File: config.mk
export PLATFORM = sky130hd
export DESIGN_NAME = traffic_phase_controller
export DESIGN_NICKNAME = d
export VERILOG_FILES = /design/src/rtl/traffic_phase_controller.sv
export SDC_FILE = /design/constraint.sdc
export NUM_CORES = 1
export LEC_CHECK = 0
export CAP_MARGIN = 20
export CORE_ASPECT_RATIO = 0.8
export CORE_UTILIZATION = 53
export CTS_BUF_LIST = sky130_fd_sc_hd__clkbuf_8 sky130_fd_sc_hd__clkbuf_16
export DETAILED_ROUTE_END_ITERATION = 10
export PLACE_DENSITY = 0.88
export SLEW_MARGIN = 20
export SYNTH_ARGS = -nofsm -noshare
export SYNTH_HDL_FRONTEND = slang
export SYNTH_SLANG_ARGS = --single-unit
File: constraint.sdc
create_clock -name clk -period 3.4 [get_ports clk]
set_input_delay 0.68 -clock clk [delete_from_list [all_inputs] [get_ports clk]]
set_output_delay 0.68 -clock clk [all_outputs]
set_load 0.05 [all_outputs]
File: src/rtl/traffic_phase_controller.sv
// Two-approach traffic sequencer with pedestrian walk service and side-street sensor extension.
// Optional all-red clearance after each yellow is built when TLC_ALL_RED_EN is defined.
module traffic_phase_controller #(
  parameter int unsigned INIT_GREEN_T = 12,
  parameter int unsigned GREEN_T      = 6,
  parameter int unsigned EXT_T        = 3,
  parameter int unsigned YELLOW_T     = 2,
  parameter int unsigned WALK_T       = 3,
  parameter int unsigned ALLRED_T     = 1,
  parameter int unsigned CNT_W        = 5
) (
  input  logic       clk,
  input  logic       rst_n,
  input  logic       tick,
  input  logic       sensor,
  input  logic       walk_btn,
  output logic [2:0] main_lamp,
  output logic [2:0] side_lamp,
  output logic       walk_lamp,
  output logic       walk_pending,
  output logic [3:0] phase
);

  localparam int unsigned T_MAX = (32'd1 << CNT_W) - 32'd1;

  if (INIT_GREEN_T < 1 || INIT_GREEN_T > T_MAX || GREEN_T < 1 || GREEN_T > T_MAX ||
      EXT_T < 1 || EXT_T > T_MAX || YELLOW_T < 1 || YELLOW_T > T_MAX ||
      WALK_T < 1 || WALK_T > T_MAX || ALLRED_T < 1 || ALLRED_T > T_MAX) begin : g_bad_duration
    $error("traffic_phase_controller: phase duration outside 1..2^CNT_W-1");
  end

  typedef enum logic [3:0] {
    INIT   = 4'd0,
    GMI    = 4'd1,
    GMA    = 4'd2,
    GME    = 4'd3,
    YM     = 4'd4,
    GS     = 4'd5,
    GSE    = 4'd6,
    YS     = 4'd7,
`ifdef TLC_ALL_RED_EN
    WALK   = 4'd8,
    ALLRED = 4'd9
`else
    WALK   = 4'd8
`endif
  } state_t;

  state_t           state;
  state_t           state_nxt;
  logic [CNT_W-1:0] tmr;
  logic [CNT_W-1:0] lim;
  logic             btn_q;
  logic             exit_now;
`ifdef TLC_ALL_RED_EN
  state_t           ar_dest;
`endif

  function automatic logic [2:0] main_dec(input state_t s);
    case (s)
      INIT:          main_dec = 3'b000;
      GMI, GMA, GME: main_dec = 3'b100;
      YM:            main_dec = 3'b010;
      default:       main_dec = 3'b001;
    endcase
  endfunction

  function automatic logic [2:0] side_dec(input state_t s);
    case (s)
      INIT:    side_dec = 3'b000;
      GS, GSE: side_dec = 3'b100;
      YS:      side_dec = 3'b010;
      default: side_dec = 3'b001;
    endcase
  endfunction

  // Terminal count of the shared phase timer; INIT leaves on the very first tick.
  always_comb begin
    lim = '0;
    case (state)
      GMI:      lim = CNT_W'(INIT_GREEN_T - 1);
      GMA, GS:  lim = CNT_W'(GREEN_T - 1);
      GME, GSE: lim = CNT_W'(EXT_T - 1);
      YM, YS:   lim = CNT_W'(YELLOW_T - 1);
      WALK:     lim = CNT_W'(WALK_T - 1);
`ifdef TLC_ALL_RED_EN
      ALLRED:   lim = CNT_W'(ALLRED_T - 1);
`endif
      default:  lim = '0;
    endcase
  end

  assign exit_now = tick && (tmr == lim);

  always_comb begin
    state_nxt = state;
    case (state)
      INIT: if (exit_now) state_nxt = GMI;
      GMI:  if (exit_now) state_nxt = YM;
      GMA:  if (exit_now) state_nxt = sensor ? GME : YM;
      GME:  if (exit_now) state_nxt = YM;
      GS:   if (exit_now) state_nxt = sensor ? GSE : YS;
      GSE:  if (exit_now) state_nxt = YS;
      WALK: if (exit_now) state_nxt = GS;
`ifdef TLC_ALL_RED_EN
      YM:     if (exit_now) state_nxt = ALLRED;
      YS:     if (exit_now) state_nxt = ALLRED;
      ALLRED: if (exit_now) state_nxt = ar_dest;
`else
      YM:   if (exit_now) state_nxt = walk_pending ? WALK : GS;
      YS:   if (exit_now) state_nxt = GMA;
`endif
      default: state_nxt = INIT;
    endcase
  end

  // Lamps are registered from the next state so they switch on the same edge as the state.
  always_ff @(posedge clk or negedge rst_n) begin
    if (!rst_n) begin
      state        <= INIT;
      tmr          <= '0;
      btn_q        <= 1'b0;
      walk_pending <= 1'b0;
      main_lamp    <= 3'b000;
      side_lamp    <= 3'b000;
      walk_lamp    <= 1'b0;
`ifdef TLC_ALL_RED_EN
      ar_dest      <= GS;
`endif
    end else begin
      state <= state_nxt;
      if (state_nxt != state) begin
        tmr <= '0;
      end else if (tick) begin
        tmr <= tmr + 1'b1;
      end
      btn_q <= walk_btn;
      // Entering WALK serves the request and wins over a press sampled on the same edge.
      if (state_nxt == WALK && state != WALK) begin
        walk_pending <= 1'b0;
      end else if (walk_btn && !btn_q) begin
        walk_pending <= 1'b1;
      end
`ifdef TLC_ALL_RED_EN
      if (state == YM && exit_now) begin
        ar_dest <= walk_pending ? WALK : GS;
      end else if (state == YS && exit_now) begin
        ar_dest <= GMA;
      end
`endif
      main_lamp <= main_dec(state_nxt);
      side_lamp <= side_dec(state_nxt);
      walk_lamp <= (state_nxt == WALK);
    end
  end

  assign phase = state;

endmodule

==> qor_table.md <==
| Step | Result | This run |
| --- | --- | --- |
| detailed routing | Total length of routed met2 wires | 1340 um |
| floorplanning | # rows | 15 |
| place | Placed wire-length estimate after detailed placement | 2040 um |
| synthesis | Post-synthesis cell type with the largest combined area | sky130_fd_sc_hd__dfrtp_1 |
| timing | Relative slew slack | 48.5% |
| synthesis | Sequential area share after synthesis | 37.4% |
| final layout | Net count reported at finish | 157 |
| status | Outcome | completed |
| clocking | Root Buffer Master | sky130_fd_sc_hd__clkbuf_8 |
| detailed routing | Top sig layer | met4 |
| clocking | Worst skew pair latency | 250 ps |
| timing | Slew at the pin closest to its max-slew limit | 770 ps |
| flow run | Number of max-capacitance violations reported | 0 |
| setup path | CP cell instances | inv_1 -> ha_1 -> nand2b_1 -> a31oi_1 -> o2111ai_2 -> or3_1 -> a211oi_1 -> nand4_1 -> nor2_1 |
| synthesis | Post-synthesis register bit count | 18 |
| setup path | Data arrival time of the critical path | 3130 ps |
| synthesis | Yosys warning count | 0 |
| synthesis | Largest cells by area after synthesis | sky130_fd_sc_hd__dfrtp_1 (37%), sky130_fd_sc_hd__ha_1 (6.2%), sky130_fd_sc_hd__mux2i_1 (4.2%) |
| synthesis | Post-synthesis cell count | 127 |
| synthesis | Synthesized Nets | 138 |
| clocking | CTS resizes | 0 |
| clocking | Number of buffers inserted during clock tree synthesis | 3 |
| detailed routing | Routed length on met3 | 190 um |
| floorplanning | IO Pins | 17 |
| global route | Largest net degree at the start of global routing | 19 |
| clocking | Post-CTS repair timing setup buffer count | 0 |
| timing | Layout Skew | 10.7 ps |
| floorplanning | Die Width | 55.3 um |
| setup path | Slowest cell delay on critical path | 510 ps |
| floorplanning | Initial core utilization | 55.8% |
| power and ir drop | Peak supply drop | 0.613 mV |
| timing | Count of endpoints failing setup in the final report | 0 |
| power and ir drop | P_leak | 0.636 nW |
| timing | Max-slew violation count | 0 |
| setup path | Worst-path cell with the longest stage delay | sky130_fd_sc_hd__or3_1 |
| detailed routing | Met1 layer wirelength in the final routing | 1220 um |
| global route | Aggregate global routing overflow | 0 |
| timing | Unrepaired setup endpoints after global routing | no |
| detailed routing | WL/cell | 16.4 um |
| floorplanning | Die footprint | 2470 um^2 |
| detailed routing | Routed Antenna Nets | 0 |
| setup path | Category of the critical setup timing path | register to register |
| setup path | Critical Path Source Type | register |
| global route | First-pass GRT wire length | 4460 um |
| synthesis | Area fraction of the dominant cell type after synthesis | 37.4% |
| final layout | Final antenna diode count | 0 |
| timing | Timing-limited maximum frequency | 338 MHz |
| clocking | TritonCTS clock tree | done |
| power and ir drop | Cell area power density | 1000 nW/um^2 |
| synthesis | Synthesized cell area | 1200 um^2 |
| timing | Ratio of final minimum period to clock period | 87.1% |
| floorplanning | Die Y | 44.6 um |
| timing | Sum Neg Setup Slack | 0 ps |
| global route | Overall fraction of global-route tracks in use | 23.5% |
| detailed routing | TritonRoute pass-1 iters | 4 |
| final layout | Filler cell count in the final layout | 166 |
| setup path | Critical path's top delay family | simple AND/OR/NAND/NOR gates |
| clocking | Clock-pin slew of the registers on the worst-case setup and hold paths | 70 ps |
| synthesis | Average cell area after synthesis | 9.49 um^2 |
| detailed routing | Iter 0 DRT Violations | 57 |
| place | Last weighted congestion value of the routability-driven placer | 0.986 |
| setup path | Critical Path Fanout Max | 8 |
| setup path | Kind of end point of the critical path | register |
| setup path | Buf+Inv Stages, Crit Path | 1 |
| detailed routing | Drc violations | 0 |
| clocking | Number of hold buffers added after cts | 0 |
| timing | Hold violation count in the final report | 0 |
| place | Number of buffer cells added on primary ports | 16 |
| final layout | Layout area overhead | 18.6% |
| clocking | Largest buffer count on any clock path | 2 |
| clocking | H-Tree Depth | 1 |
| setup path | Required time worst endpoint | 3570 ps |
| timing | Tmin final | 2960 ps |
| power and ir drop | Overall power after layout | 1.44 mW |
| detailed routing | Routed wire length | 2790 um |
| global route | Vias in the first global route | 1,004 |
| synthesis | Number of distinct library cells after synthesis | 39 |
| final layout | Fraction of layout cells with a size suffix above 1 | 8.28% |
| worst hold path | Type of the worst min-delay path | register to register |
| floorplanning | Floorplan Core Area | 2160 um^2 |
| global route | Number of antenna violations at the first check in global routing | 0 |
| clocking | Clock sink count | 18 |
| detailed routing | Detail-routed via count per cell | 6.09 |
| detailed routing | Via count | 1,036 |
layer usage:
| layer | up-vias | GRT usage, % |
|---|---|---|
| met2 | 49 | 39.3 |
| met3 | 4 | 6.14 |
| li1 | 498 | - |
| met4 | 0 | 6.50 |
| met1 | 485 | 30.7 |
| met5 | - | 0 |
kinds of logic after synthesis:
kind of cell             count (synthesis)  share of synthesized area [%]
XOR/XNOR                                 6                           4.36
buffers and inverters                   14                           6.23
adder cells (fa/ha/maj)                  6                           6.23
multiplexers                             6                           5.09
flip-flops                              18                           37.4
AND/OR/NAND/NOR                         50                           22.6
AO/OA/AOI/OAI                           27                           18.1
power by group:
group          total, mW  internal (mW)  switching, mW  leakage, nW
combinational      0.885          0.327          0.558        0.373
clock              0.173          0.103         0.0701       0.0288
sequential         0.378          0.280         0.0979        0.234
total               1.44          0.710          0.726        0.636
sequential cells by signal, indices dropped and copies added (netlist names):
signal        cells
walk_pending      1
main_lamp         3
phase             4
walk_lamp         1
tmr               5
side_lamp         3
btn_q             1
path summary, 6_finish.rpt:
kind | startpoint | endpoint | slack, ps | cells after the start
max | phase[1]$_DFF_PN0_ | tmr[4]$_DFFE_PN0P_ | 440 | 9
min | btn_q$_DFF_PN0_ | walk_pending$_DFFE_PN0P_ | 590 | 3
max reg2reg | phase[1]$_DFF_PN0_ | tmr[4]$_DFFE_PN0P_ | 440 | 9
min reg2reg | btn_q$_DFF_PN0_ | walk_pending$_DFFE_PN0P_ | 590 | 3
max in group asynchronous | rst_n | tmr[2]$_DFFE_PN0P_ | 2030 | 1
min in group asynchronous | rst_n | phase[0]$_DFF_PN0_ | 870 | 1
Yosys cell counts (all sizes together):
master,instances
a2111oi,1
a211oi,1
a21o,1
a21oi,4
a221oi,2
a22oi,1
a2bb2oi,2
a31oi,3
and2,3
and3,2
and4bb,1
buf,3
clkbuf,1
dfrtp,18
ha,6
inv,10
mux2,1
mux2i,5
nand2,7
nand2b,5
nand3,3
nand3b,1
nand4,5
nor2,10
nor2b,5
nor3,1
nor4,4
o2111ai,1
o21ai,6
o22ai,2
o2bb2ai,1
o31ai,1
o41ai,1
or2,1
or3,2
xnor2,3
xor2,3
cell type report:
cell class                      instances  area [um^2]  area share (%)
Tap cell                               25         31.3            2.19
Multi-Input combinational cell         95          679            47.5
Clock buffer                            4         55.1            3.85
Timing Repair Buffer                   18          175            12.3
Sequential cell                        18          450            31.5
Inverter                               10         37.5            2.63
placed cells by master, fill, tap and decap left out, drive strengths merged, types with 2 or more instances in the layout:
cell type / n
nand2: 7
clkbuf: 4
nand2b: 5
or3: 2
ha: 6
o21ai: 6
a221oi: 2
dfrtp: 18
clkdlybuf4s50: 16
a21oi: 4
inv: 10
mux2i: 5
nor4: 4
o22ai: 2
buf: 2
a31oi: 3
nand3: 3
and3: 2
nand4: 5
and2: 3
nor2: 10
nor2b: 5
xnor2: 3
a2bb2oi: 2
xor2: 3
through the flow:
step / cell area [um^2] / util, % / setup WS, ps / std cells / hold WS, ps
final: 1430 / 66.2 / 438 / 170 / 587
after global routing: 1430 / 66.2 / 311 / 170 / 632
after CTS: 1430 / 66.2 / 487 / 170 / 600
after detailed placement: 1370 / 63.7 / 263 / 166 / 547
after global placement: 1370 / 63.7 / 363 / 166 / 522
after floorplan: 1200 / - / 557 / 127 / 384
worst reg2reg max path: cells and delay by family (launching register included):
family	cells	cell delay [ps]
AOI/OAI and AO/OA	3	720
adders and majority gates	1	360
buffers and inverters	1	190
DFF	1	460
and+or+nand+nor	4	1170
Note: power is estimated with default switching activity, not from simulation.
